`src/rtl/hex_frame_pkg.sv`:
```
// Shared types and ASCII constants for the hex entry front end.
package hex_frame_pkg;

  typedef enum logic [1:0] {
    S_IDLE,
    S_COLLECT,
    S_DONE,
    S_ERROR
  } frame_state_e;

  typedef enum logic [1:0] {
    ERR_NONE     = 2'd0,
    ERR_BADCHAR  = 2'd1,
    ERR_OVERFLOW = 2'd2,
    ERR_TIMEOUT  = 2'd3
  } err_code_e;

  localparam logic [7:0] ASCII_CR    = 8'h0D;
  localparam logic [7:0] ASCII_LF    = 8'h0A;
  localparam logic [7:0] ASCII_0     = 8'h30;
  localparam logic [7:0] ASCII_9     = 8'h39;
  localparam logic [7:0] ASCII_UC_A  = 8'h41;
  localparam logic [7:0] ASCII_UC_F  = 8'h46;
  localparam logic [7:0] ASCII_LC_A  = 8'h61;
  localparam logic [7:0] ASCII_LC_F  = 8'h66;

endpackage

```
`src/rtl/ascii_hex_decode.sv`:
```
// Combinational ASCII byte classifier: hex digit, CR terminator, LF, and nibble value.
import hex_frame_pkg::*;

module ascii_hex_decode (
  input  logic [7:0] ascii,
  output logic       is_hex,
  output logic       is_term,
  output logic       is_lf,
  output logic [3:0] nibble
);

  always_comb begin
    is_hex  = 1'b0;
    nibble  = '0;
    is_term = (ascii == ASCII_CR);
    is_lf   = (ascii == ASCII_LF);
    if (ascii >= ASCII_0 && ascii <= ASCII_9) begin
      is_hex = 1'b1;
      nibble = ascii[3:0];
    end else if ((ascii >= ASCII_UC_A && ascii <= ASCII_UC_F) ||
                 (ascii >= ASCII_LC_A && ascii <= ASCII_LC_F)) begin
      // Letters A-F/a-f have low nibble 1..6, so the digit value is that plus 9.
      is_hex = 1'b1;
      nibble = ascii[3:0] + 4'd9;
    end
  end

endmodule

```
`src/rtl/hex_frame_ctrl.sv`:
```
// Hex entry framing controller: decodes UART bytes into nibbles and frames entries.
// Optional echo path enabled by defining HEX_FRAME_ECHO_EN.
import hex_frame_pkg::*;

module hex_frame_ctrl #(
  parameter int MAX_DIGITS  = 6,
  parameter int TIMEOUT_CYC = 6_000_000
) (
  input  logic       clk_60mhz,
  input  logic       rst,
  input  logic [7:0] rx_byte,
  input  logic       rx_strobe,
  input  logic       frame_ack,
  output logic [3:0] nib_data,
  output logic       nib_valid,
  output logic       char_check,
  output logic       frame_done,
  output logic [2:0] frame_len,
  output logic       frame_err,
  output logic [1:0] err_code,
  output logic       rx_drop,
`ifdef HEX_FRAME_ECHO_EN
  output logic [7:0] tx_byte,
  output logic       tx_start,
  input  logic       tx_busy,
  output logic       echo_ovf,
`endif
  output logic       busy
);

  localparam int         TW    = (TIMEOUT_CYC > 2) ? $clog2(TIMEOUT_CYC) : 1;
  localparam logic [TW-1:0] TLAST = TW'(TIMEOUT_CYC - 1);
  localparam logic [2:0] MAXD  = 3'(MAX_DIGITS);

  frame_state_e  state;
  logic [2:0]    count;
  logic [TW-1:0] tcnt;

  logic       is_hex, is_term, is_lf;
  logic [3:0] nibble;
  logic       stb;

  ascii_hex_decode u_decode (
    .ascii   (rx_byte),
    .is_hex  (is_hex),
    .is_term (is_term),
    .is_lf   (is_lf),
    .nibble  (nibble)
  );

  // LF is invisible to the framer, including the timeout.
  assign stb = rx_strobe && !is_lf;

  always_ff @(posedge clk_60mhz) begin
    if (rst) begin
      state      <= S_IDLE;
      count      <= '0;
      tcnt       <= '0;
      nib_data   <= '0;
      nib_valid  <= 1'b0;
      char_check <= 1'b0;
      frame_done <= 1'b0;
      frame_len  <= '0;
      frame_err  <= 1'b0;
      err_code   <= ERR_NONE;
      rx_drop    <= 1'b0;
      busy       <= 1'b0;
    end else begin
      nib_valid  <= 1'b0;
      char_check <= 1'b0;
      if (stb) tcnt <= '0;
      unique case (state)
        S_IDLE: begin
          if (stb) begin
            if (is_hex) begin
              nib_data  <= nibble;
              nib_valid <= 1'b1;
              count     <= 3'd1;
              state     <= S_COLLECT;
              busy      <= 1'b1;
            end else if (!is_term) begin
              char_check <= 1'b1;
              frame_err  <= 1'b1;
              err_code   <= ERR_BADCHAR;
              state      <= S_ERROR;
              busy       <= 1'b1;
            end
          end
        end
        S_COLLECT: begin
          if (stb) begin
            if (is_hex && count < MAXD) begin
              nib_data  <= nibble;
              nib_valid <= 1'b1;
              count     <= count + 3'd1;
            end else if (is_hex) begin
              char_check <= 1'b1;
              frame_err  <= 1'b1;
              err_code   <= ERR_OVERFLOW;
              state      <= S_ERROR;
            end else if (is_term) begin
              char_check <= 1'b1;
              frame_done <= 1'b1;
              frame_len  <= count;
              state      <= S_DONE;
            end else begin
              char_check <= 1'b1;
              frame_err  <= 1'b1;
              err_code   <= ERR_BADCHAR;
              state      <= S_ERROR;
            end
          end else if (tcnt == TLAST) begin
            char_check <= 1'b1;
            frame_err  <= 1'b1;
            err_code   <= ERR_TIMEOUT;
            state      <= S_ERROR;
          end else begin
            tcnt <= tcnt + 1'b1;
          end
        end
        S_DONE: begin
          // Ack takes priority; a byte arriving with it is simply discarded.
          if (frame_ack) begin
            frame_done <= 1'b0;
            rx_drop    <= 1'b0;
            state      <= S_IDLE;
            busy       <= 1'b0;
          end else if (stb) begin
            rx_drop <= 1'b1;
          end
        end
        S_ERROR: begin
          if (stb && is_term) begin
            frame_err <= 1'b0;
            err_code  <= ERR_NONE;
            state     <= S_IDLE;
            busy      <= 1'b0;
          end
        end
      endcase
    end
  end

`ifdef HEX_FRAME_ECHO_EN
  logic [7:0] echo_data;
  logic       echo_full;
  logic       echo_load;
  logic       echo_drain;

  assign echo_load  = stb && ((state == S_IDLE && (is_hex || is_term)) ||
                              (state == S_COLLECT && (is_term || (is_hex && count < MAXD))));
  assign echo_drain = echo_full && !tx_busy;

  // tx_byte is captured at drain so a same-cycle reload cannot alter the byte in flight.
  always_ff @(posedge clk_60mhz) begin
    if (rst) begin
      echo_data <= '0;
      echo_full <= 1'b0;
      echo_ovf  <= 1'b0;
      tx_byte   <= '0;
      tx_start  <= 1'b0;
    end else begin
      tx_start <= echo_drain;
      if (echo_drain) tx_byte <= echo_data;
      if (echo_load) begin
        echo_data <= rx_byte;
        echo_full <= 1'b1;
        if (echo_full && !echo_drain) echo_ovf <= 1'b1;
      end else if (echo_drain) begin
        echo_full <= 1'b0;
      end
    end
  end
`endif

endmodule

```
`config.mk`:
```
export PLATFORM = sky130hd
export DESIGN_NAME = hex_frame_ctrl
export DESIGN_NICKNAME = d
export VERILOG_FILES = /design/src/rtl/hex_frame_pkg.sv /design/src/rtl/ascii_hex_decode.sv /design/src/rtl/hex_frame_ctrl.sv
export SDC_FILE = /design/constraint.sdc
export NUM_CORES = 1
export LEC_CHECK = 0
export CAP_MARGIN = 30
export CORE_MARGIN = 2
export CORE_UTILIZATION = 48
export DETAILED_ROUTE_END_ITERATION = 6
export PLACE_DENSITY_LB_ADDON = 0.3
export SLEW_MARGIN = 40
export SYNTH_ARGS = -nofsm -noshare
export SYNTH_HDL_FRONTEND = slang
export SYNTH_SLANG_ARGS = --single-unit
export TNS_END_PERCENT = 20
```
`constraint.sdc`:
```
create_clock -name clk_60mhz -period 4.4 [get_ports clk_60mhz]
set_input_delay 0.44 -clock clk_60mhz [delete_from_list [all_inputs] [get_ports clk_60mhz]]
set_output_delay 0.44 -clock clk_60mhz [all_outputs]
set_load 0.01 [all_outputs]
```
==> run summary, run 1 <==
Hold Crit Depth -> 2
port bufs -> 26
FP Rows -> 24
post-synthesis compound-gate area fraction -> 12.92%
vias in the first global route -> 1769
Die X -> 71.52 um
Hold WC Path Type -> reg2reg
Synth cell types -> 49
asr flop ratio synth -> 0%
cells after synthesis -> 259
initial core utilization -> 49.91%
Period Utilization, post-route -> 61.09%
Placeable Area -> 4384 um2
average size of a mapped cell -> 8.449 um2
Critical Path AT -> 2.92 ns
YS warnings -> 0
most common cell in the netlist -> nor2_1
CP Capture Type -> register
maximum vdd drop -> 0.2934 mV
top cells by area, synth -> dfxtp_1 39%, nor2_1 7.9%, xor2_1 6.0%
Seq/Total Area, Yosys -> 39.34%
dpl ws -> 1.378 ns
die height -> 71.52 um
DRT Wirelength -> 4.443 mm
Cell Count, Final, Fillers Out -> 335
clock skew -> 0.005556 ns
share of cells above drive strength 1 -> 6.714%
largest net degree at the start of global routing -> 25
CTS Hold Bufs -> 0
Final GP Congestion -> 0.9427
Startpoint Class -> input pin
final setup TNS -> 0 ns
cts bufs inserted -> 5
GRT Resource Usage Total -> 19.12%
vias per inst -> 5.734
Yosys top cell area share -> 39.34%
global-route wire length before repair -> 7.838 mm
Synth area leader -> dfxtp_1
R2R setup slack -> 2.23 ns
# DRC -> 0
Data required, critical path -> 4.63 ns
first drt pass iteration count -> 4
post-placement cell area -> 2486 um2
final setup fails -> 0
fillers -> 408
Setup Fix Bufs, Post-CTS -> 0
maximum fanout along the worst path -> 11
Synth Area in Simple Gates -> 28.42%
leakage power -> 0.9526 nW
remaining antenna violation count -> 0
Worst slew margin -> 52.22%
Synth top cells by count -> 46 x nor2_1, 43 x dfxtp_1, 21 x nand2_1
CTS root buf -> clkbuf_8
kind of critical path -> in2reg
vias -> 1921
max_cap viols -> 0
top_reg_cell synth -> dfxtp_1
main combinational cell family by area after synthesis -> simple AND/OR/NAND/NOR gates
cts repair resizes -> 0
PD cells -> 302.8 nW/um2
Tmin final -> 2.688 ns
Fin. Hold Viols -> 0
Setup WS post-layout -> 1.712 ns
H-Tree Depth -> 2
number of flops mapped to enable cells by yosys -> 0
synthesized area -> 2188 um2
post-route cell area -> 2584 um2
status -> finished clean
die area -> 5115 um2
Pins Over Slew Limit -> 0
area of the multi-input gates -> 1281 um2
Initial DRC Count -> 110
placed cells -> 328
Syn-to-layout area delta -> 18.07%
clk_lat worst skew -> 0.30 ns
Antenna diodes -> 0
FMAX -> 372.0 MHz
Mapped Nets -> 277
WL per Instance -> 13.26 um
I/O pin cnt -> 27
Final #Nets -> 301
HPWL after DPL -> 3.168 mm
#FFs+latches synth -> 43
Slew @ Worst Pin -> 0.7154 ns
Max Buffers Root-to-Sink -> 2
FF+latch area -> 860.8 um2
RSZ-0062 raised after global routing -> false
antenna violations before repair -> 0
XOR/XNOR Fraction of Synth Area -> 9.205%
gr ovfl total -> 0
Post-Synth Adder-Cell Area -> 3.431%
Worst-path clk slew -> 0.07 ns
Reg2Reg Depth -> 6
clk sinks -> 43
post-synthesis mux area share -> 4.174%
CTS tree -> yes
## stage by stage
stage / util [%] / hold slack [ns] / total power, W
after floorplan: - / 0.4776 / 0.0004629
after global placement: 56.51 / 0.4570 / 0.0004987
after detailed placement: 56.71 / 0.4582 / 0.0005001
after CTS: 59.05 / 0.4702 / 0.0007931
after global routing: 58.93 / 0.4824 / 0.0008125
final: 58.93 / 0.4675 / 0.0007824
## cells by family (layout without fill, tap and decap cells)
logic type	after synthesis	in the layout
XOR/XNOR	23	23
AO/OA/AOI/OAI	39	39
flip-flops	43	43
adder cells (fa/ha/maj)	6	6
multiplexers	9	9
buffers and inverters	14	38
AND/OR/NAND/NOR	125	125
## report_power, final
| part | switching [W] | total [W] | internal (W) |
|---|---|---|---|
| Sequential | 0.00000926 | 0.000407 | 0.000397 |
| Clock | 0.000125 | 0.000291 | 0.000166 |
| Combinational | 0.0000455 | 0.0000848 | 0.0000393 |
| Total | 0.000179 | 0.000782 | 0.000603 |
## per-layer routing
layer / global-route usage (%) / part of all wire (%)
met5: 0 / 0
met4: 9.434 / 2.3
met3: 3.516 / 4.6
met2: 28.70 / 43
met1: 26.43 / 50
## final timing paths
check / from / end
setup / recovery: rx_byte[0] / nib_data[3]
hold / removal: rx_drop / rx_drop
setup reg to reg: tcnt[14] / err_code[1]
hold reg to reg: rx_drop / rx_drop
## worst max-delay path, stage by stage
cell and delay, ns:
clkdlybuf4s50_1 0.59, inv_1 0.10, ha_1 0.23, nand2b_1 0.07, o21ai_0 0.09, o21ai_1 0.40
o2111ai_2 0.42, or3_1 0.46, a21oi_1 0.12
## registers in the layout (all words and copies together), names as in the netlist, 2 cells and up
register,flops
state,2
tcnt,23
err_code,2
nib_data,4
frame_len,3
count,3
## area by class of cell
cell class / instances / area share (%)
tap: 52 / 2.518
multi-input combinational: 202 / 49.59
sequential: 43 / 33.32
clock inverter: 1 / 1.162
clock buffer: 6 / 2.809
inverter: 5 / 0.7264
timing repair buffer: 26 / 9.879
## cells in the final DEF (no fill, tap or decap), types with 2 or more instances in the layout
cell type,instances
nor3_1,5
clkdlybuf4s50_1,25
and3_1,8
inv_1,5
clkbuf_8,5
nand2b_1,4
a211oi_1,2
mux2i_1,8
a31oi_1,3
dfxtp_1,43
a211oi_2,2
nor2b_1,2
nand4_1,10
a221oi_1,2
a21oi_1,10
nand2_1,21
and2_1,2
xnor2_1,8
or3_1,4
nand3_1,11
o21ai_0,6
nor2_1,46
xor2_1,15
o21a_1,2
and4_1,2
ha_1,6
(Power assumes the default switching activity.)
==> run 2, diff against run 1 <==
clock period = 2.4 ns   (was 4.4 ns; I/O delays follow)
==> run summary, run 2 (synthesized netlist as in run 1, its figures left out) <==
Net Switching -> 0.0003491 W
maximum fanout along the worst path -> 6
Most flops, register -> tcnt
Max Buffers Root-to-Sink -> 2
cts bufs inserted -> 5
PD cells -> 511.8 nW/um2
remaining antenna violation count -> 0
FF-to-FF Start -> tcnt[14]
critical path capture point -> err_code[0]
first drt pass iteration count -> 4
Slowest Stage Delay on Critical Path -> 0.53 ns
Hold WC Path Type -> reg2reg
final setup TNS -> 0 ns
Syn-to-layout area delta -> 22.24%
Die X -> 71.52 um
fillers -> 419
clk_lat worst skew -> 0.29 ns
clock skew -> 0.005969 ns
Tmin final -> 2.146 ns
gr ovfl total -> 0
Worst slew margin -> 51.98%
Slew @ Worst Pin -> 0.7190 ns
CTS Hold Bufs -> 0
FP Rows -> 24
cts repair resizes -> 0
switching share of power -> 25.50%
Reg2Reg Depth -> 6
CTS tree -> yes
HPWL after DPL -> 3.535 mm
clk sinks -> 43
final core utilization -> 61.02%
Placeable Area -> 4384 um2
post-route cell area -> 2675 um2
Startpoint Class -> register
Critical Path AT -> 2.39 ns
kind of critical path -> reg2reg
FMAX -> 466.0 MHz
GRT Resource Usage Total -> 19.55%
post-placement cell area -> 2590 um2
Pins Over Slew Limit -> 0
max FFs per register -> 23
vias -> 1946
max_cap viols -> 0
Comb pwr share -> 13.3%
clock network power share -> 32.8%
antenna violations before repair -> 0
Antenna diodes -> 0
Worst-path clk slew -> 0.08 ns
status -> finished clean
CTS root buf -> clkbuf_8
Flop pwr share -> 53.9%
global-route wire length before repair -> 8.045 mm
Internal Pwr Total -> 0.001020 W
RSZ-0062 raised after global routing -> false
die height -> 71.52 um
critical path's slowest cell -> or4b_1
vias in the first global route -> 1802
DRT Wirelength -> 4.620 mm
port bufs -> 26
maximum vdd drop -> 0.3027 mV
most common cell after layout, fill and taps aside -> nor2_1
Fin. Hold Viols -> 0
CP Capture Type -> register
leakage power -> 1.014 nW
die area -> 5115 um2
Data required, critical path -> 2.65 ns
Final GP Congestion -> 0.8943
Final #Nets -> 316
Setup Fix Bufs, Post-CTS -> 0
# DRC -> 0
WL per Instance -> 13.16 um
R2R setup slack -> 0.25 ns
most frequent cells in the layout -> 46 x nor2_1, 43 x dfxtp_1, 26 x clkdlybuf4s50_1
capturing point of the worst reg2reg path -> err_code[0]
I/O pin cnt -> 27
largest net degree at the start of global routing -> 15
initial core utilization -> 49.91%
H-Tree Depth -> 2
Largest regs -> tcnt (23), nib_data (4)
share of cells above drive strength 1 -> 10.70%
final setup fails -> 0
Worst setup startpoint -> tcnt[14]
vias per inst -> 5.544
crit path cell chain -> or4b_1 -> nor3_2 -> nand3_1 -> a32oi_2 -> o31a_2 -> o22a_2
Period Utilization, post-route -> 89.41%
Initial DRC Count -> 94
-- run 2: cell types whose count changed in the layout (fill, tap and decap cells not counted), sizes merged --
cell,delta
clkdlybuf4s50,+1
clkinvlp,+1
bufinv,-1
buf,+14
clkinv,+1
-- run 2: routing by layer --
layer  track usage [%]  part of all wire, %  wire, um
met3             4.360                  3.7       172
met1             27.51                   50      2331
met2             30.45                   44      2043
met5                 0                    0         0
met4             5.241                  1.6        73
-- run 2: worst max-delay path: cells and delay by family, from the launching register on --
family	cells	cell delay, ns
compound gates	3	0.61
simple gates	3	1.13
flops	1	0.35
-- run 2: area by class of cell --
| class | count | area, um2 | area share, % |
|---|---|---|---|
| clock buffer | 6 | 72.57 | 2.713 |
| clock inverter | 2 | 12.51 | 0.4677 |
| inverter | 5 | 18.77 | 0.7016 |
| multi-input combinational | 202 | 1272 | 47.57 |
| sequential | 43 | 860.8 | 32.18 |
| tap | 52 | 65.06 | 2.432 |
| timing repair buffer | 41 | 372.9 | 13.94 |
-- run 2: how the worst min path moves through the flow --
| stage | startpoint | slack [ns] | cells after the start | endpoint |
|---|---|---|---|---|
| after floorplan | rst | 0.34 | 1 | count[2] |
| after global placement | nib_data[3] | 0.45 | 2 | nib_data[3] |
| after detailed placement | rx_drop | 0.46 | 2 | rx_drop |
| after CTS | nib_data[3] | 0.47 | 2 | nib_data[3] |
| after global routing | nib_data[3] | 0.49 | 2 | nib_data[3] |
| final | nib_data[3] | 0.46 | 2 | nib_data[3] |
-- run 2: per-stage QoR --
step / hold WS (ns) / power, W / setup slack, ns / std cells
2_1_floorplan: 0.3405 / 0.0008486 / 0.4925 / 259
3_3_place_gp: 0.4493 / 0.0009333 / 0.06608 / 343
3_5_place_dp: 0.4591 / 0.0009361 / 0.03387 / 343
4_1_cts: 0.4713 / 0.001385 / 0.2739 / 351
5_1_grt: 0.4908 / 0.001435 / 0.1090 / 351
6_report: 0.4628 / 0.001369 / 0.2541 / 351
-- run 2: power by group through the flow --
stage	registers, W	logic, W	clock network [W]
detailed placement	0.000755	0.000181	0
global placement	0.000754	0.000179	0
floorplan	0.000758	0.0000906	0
global route	0.000740	0.000199	0.000496
finish	0.000738	0.000182	0.000449
CTS	0.000738	0.000182	0.000465
==> run 3, diff against run 2 <==
clock period = 2 ns   (was 2.4 ns; I/O delays follow)
==> run summary, run 3 (synthesized netlist as in run 1, its figures left out) <==
status -> finished clean
Die X -> 71.52 um
Slowest Stage Delay on Critical Path -> 0.59 ns
maximum vdd drop -> 0.4656 mV
first drt pass iteration count -> 6
Initial DRC Count -> 105
H-Tree Depth -> 2
GRT Resource Usage Total -> 20.45%
Pins Over Slew Limit -> 0
delay-heaviest family, CP -> compound AO/OA/AOI/OAI gates
clk_lat worst skew -> 0.30 ns
port bufs -> 26
Startpoint Class -> input pin
CTS root buf -> clkbuf_8
vias per inst -> 5.418
clock skew -> 0.004411 ns
Antenna diodes -> 0
Most flops, register -> tcnt
final setup fails -> 0
remaining antenna violation count -> 0
Setup Fix Bufs, Post-CTS -> 0
vias -> 1983
clk sinks -> 43
initial core utilization -> 49.91%
leakage power -> 1.114 nW
max FFs per register -> 23
critical path's slowest cell -> or4_4
gr ovfl total -> 0
most frequent cells in the layout -> 45 x nor2_1, 43 x dfxtp_1, 29 x buf_4
Slew @ Worst Pin -> 0.4311 ns
WL per Instance -> 13.30 um
CTS Hold Bufs -> 0
maximum fanout along the worst path -> 5
FP Rows -> 24
kind of critical path -> in2reg
CTS tree -> yes
crit path buf inv count -> 1
Period Utilization, post-route -> 99.05%
Overall Power -> 0.001669 W
# DRC -> 0
die area -> 5115 um2
Hold WC Path Type -> reg2reg
antenna violations before repair -> 0
Tmin final -> 1.981 ns
RSZ-0062 raised after global routing -> true
FMAX -> 504.8 MHz
Setup WS post-layout -> 0.01909 ns
largest net degree at the start of global routing -> 14
cts bufs inserted -> 5
Worst slew margin -> 71.26%
Critical Path AT -> 2.18 ns
post-placement cell area -> 2703 um2
post-route cell area -> 2885 um2
Worst-path clk slew -> 0.08 ns
HPWL after DPL -> 3.621 mm
area of the multi-input gates -> 1364 um2
Max Buffers Root-to-Sink -> 2
DRT Wirelength -> 4.868 mm
share of cells above drive strength 1 -> 18.47%
WHS -> 0.4656 ns
I/O pin cnt -> 27
Data required, critical path -> 2.20 ns
global-route wire length before repair -> 8.355 mm
max_cap viols -> 0
fillers -> 386
die height -> 71.52 um
Final GP Congestion -> 0.9385
Final #Nets -> 331
Fin. Hold Viols -> 0
Placeable Area -> 4384 um2
final setup TNS -> 0 ns
dpl ws -> -0.3172 ns
most common cell after layout, fill and taps aside -> nor2_1
FF+latch area -> 860.8 um2
crit path cell chain -> clkdlybuf4s50_1 -> or4_4 -> o211a_4 -> a41oi_2 -> a32oi_4 -> o31a_2 -> o22a_2
vias in the first global route -> 1897
PD cells -> 578.4 nW/um2
Largest regs -> tcnt (23), nib_data (4)
Syn-to-layout area delta -> 31.85%
CP Capture Type -> register
## run 3: power breakdown
part	switching [W]	internal [W]	total (W)
Clock	0.000292	0.000244	0.000536
Combinational	0.000127	0.000121	0.000249
Sequential	0.0000107	0.000874	0.000885
Total	0.000430	0.00124	0.00167
## run 3: area by class of cell
cell class / instances / share of cell area, %
clock buffers: 6 / 2.515
clock inverters: 2 / 0.4337
inverters: 5 / 0.6505
multi-input cells: 202 / 47.27
flip-flops and latches: 43 / 29.84
well taps: 52 / 2.255
repair buffers: 56 / 17.04
## run 3: worst paths after layout
check	from	end	slack [ns]	depth (start not counted)
min reg2reg	nib_data[3]	nib_data[3]	0.47	2
min	nib_data[3]	nib_data[3]	0.47	2
max	rx_byte[5]	err_code[0]	0.02	7
max reg2reg	tcnt[13]	tcnt[8]	0.06	7
## run 3: what timing repair did
action,4_1_cts,5_1_grt
pin swaps,0,7
setup endpoints to repair,3,20
resized for setup,2,18
## run 3: routing by layer
metal	vias up	routed length (um)	global-route usage, %
met4	0	71	7.128
met3	7	126	3.797
met2	22	2162	31.79
li1	1028	-	-
met1	926	2508	28.55
met5	-	0	0
## run 3: worst min-delay path, stage by stage (launching register included)
cell     delay [ns]
dfxtp_1        0.31
nand2_1        0.05
a21oi_1        0.06
## run 3: metrics by stage
step                instances  utilization (%)
finish                    366            65.81
global route              366            65.81
CTS                       366            63.84
detailed placement        358            61.64
global placement          358            61.64
floorplan                 259                -
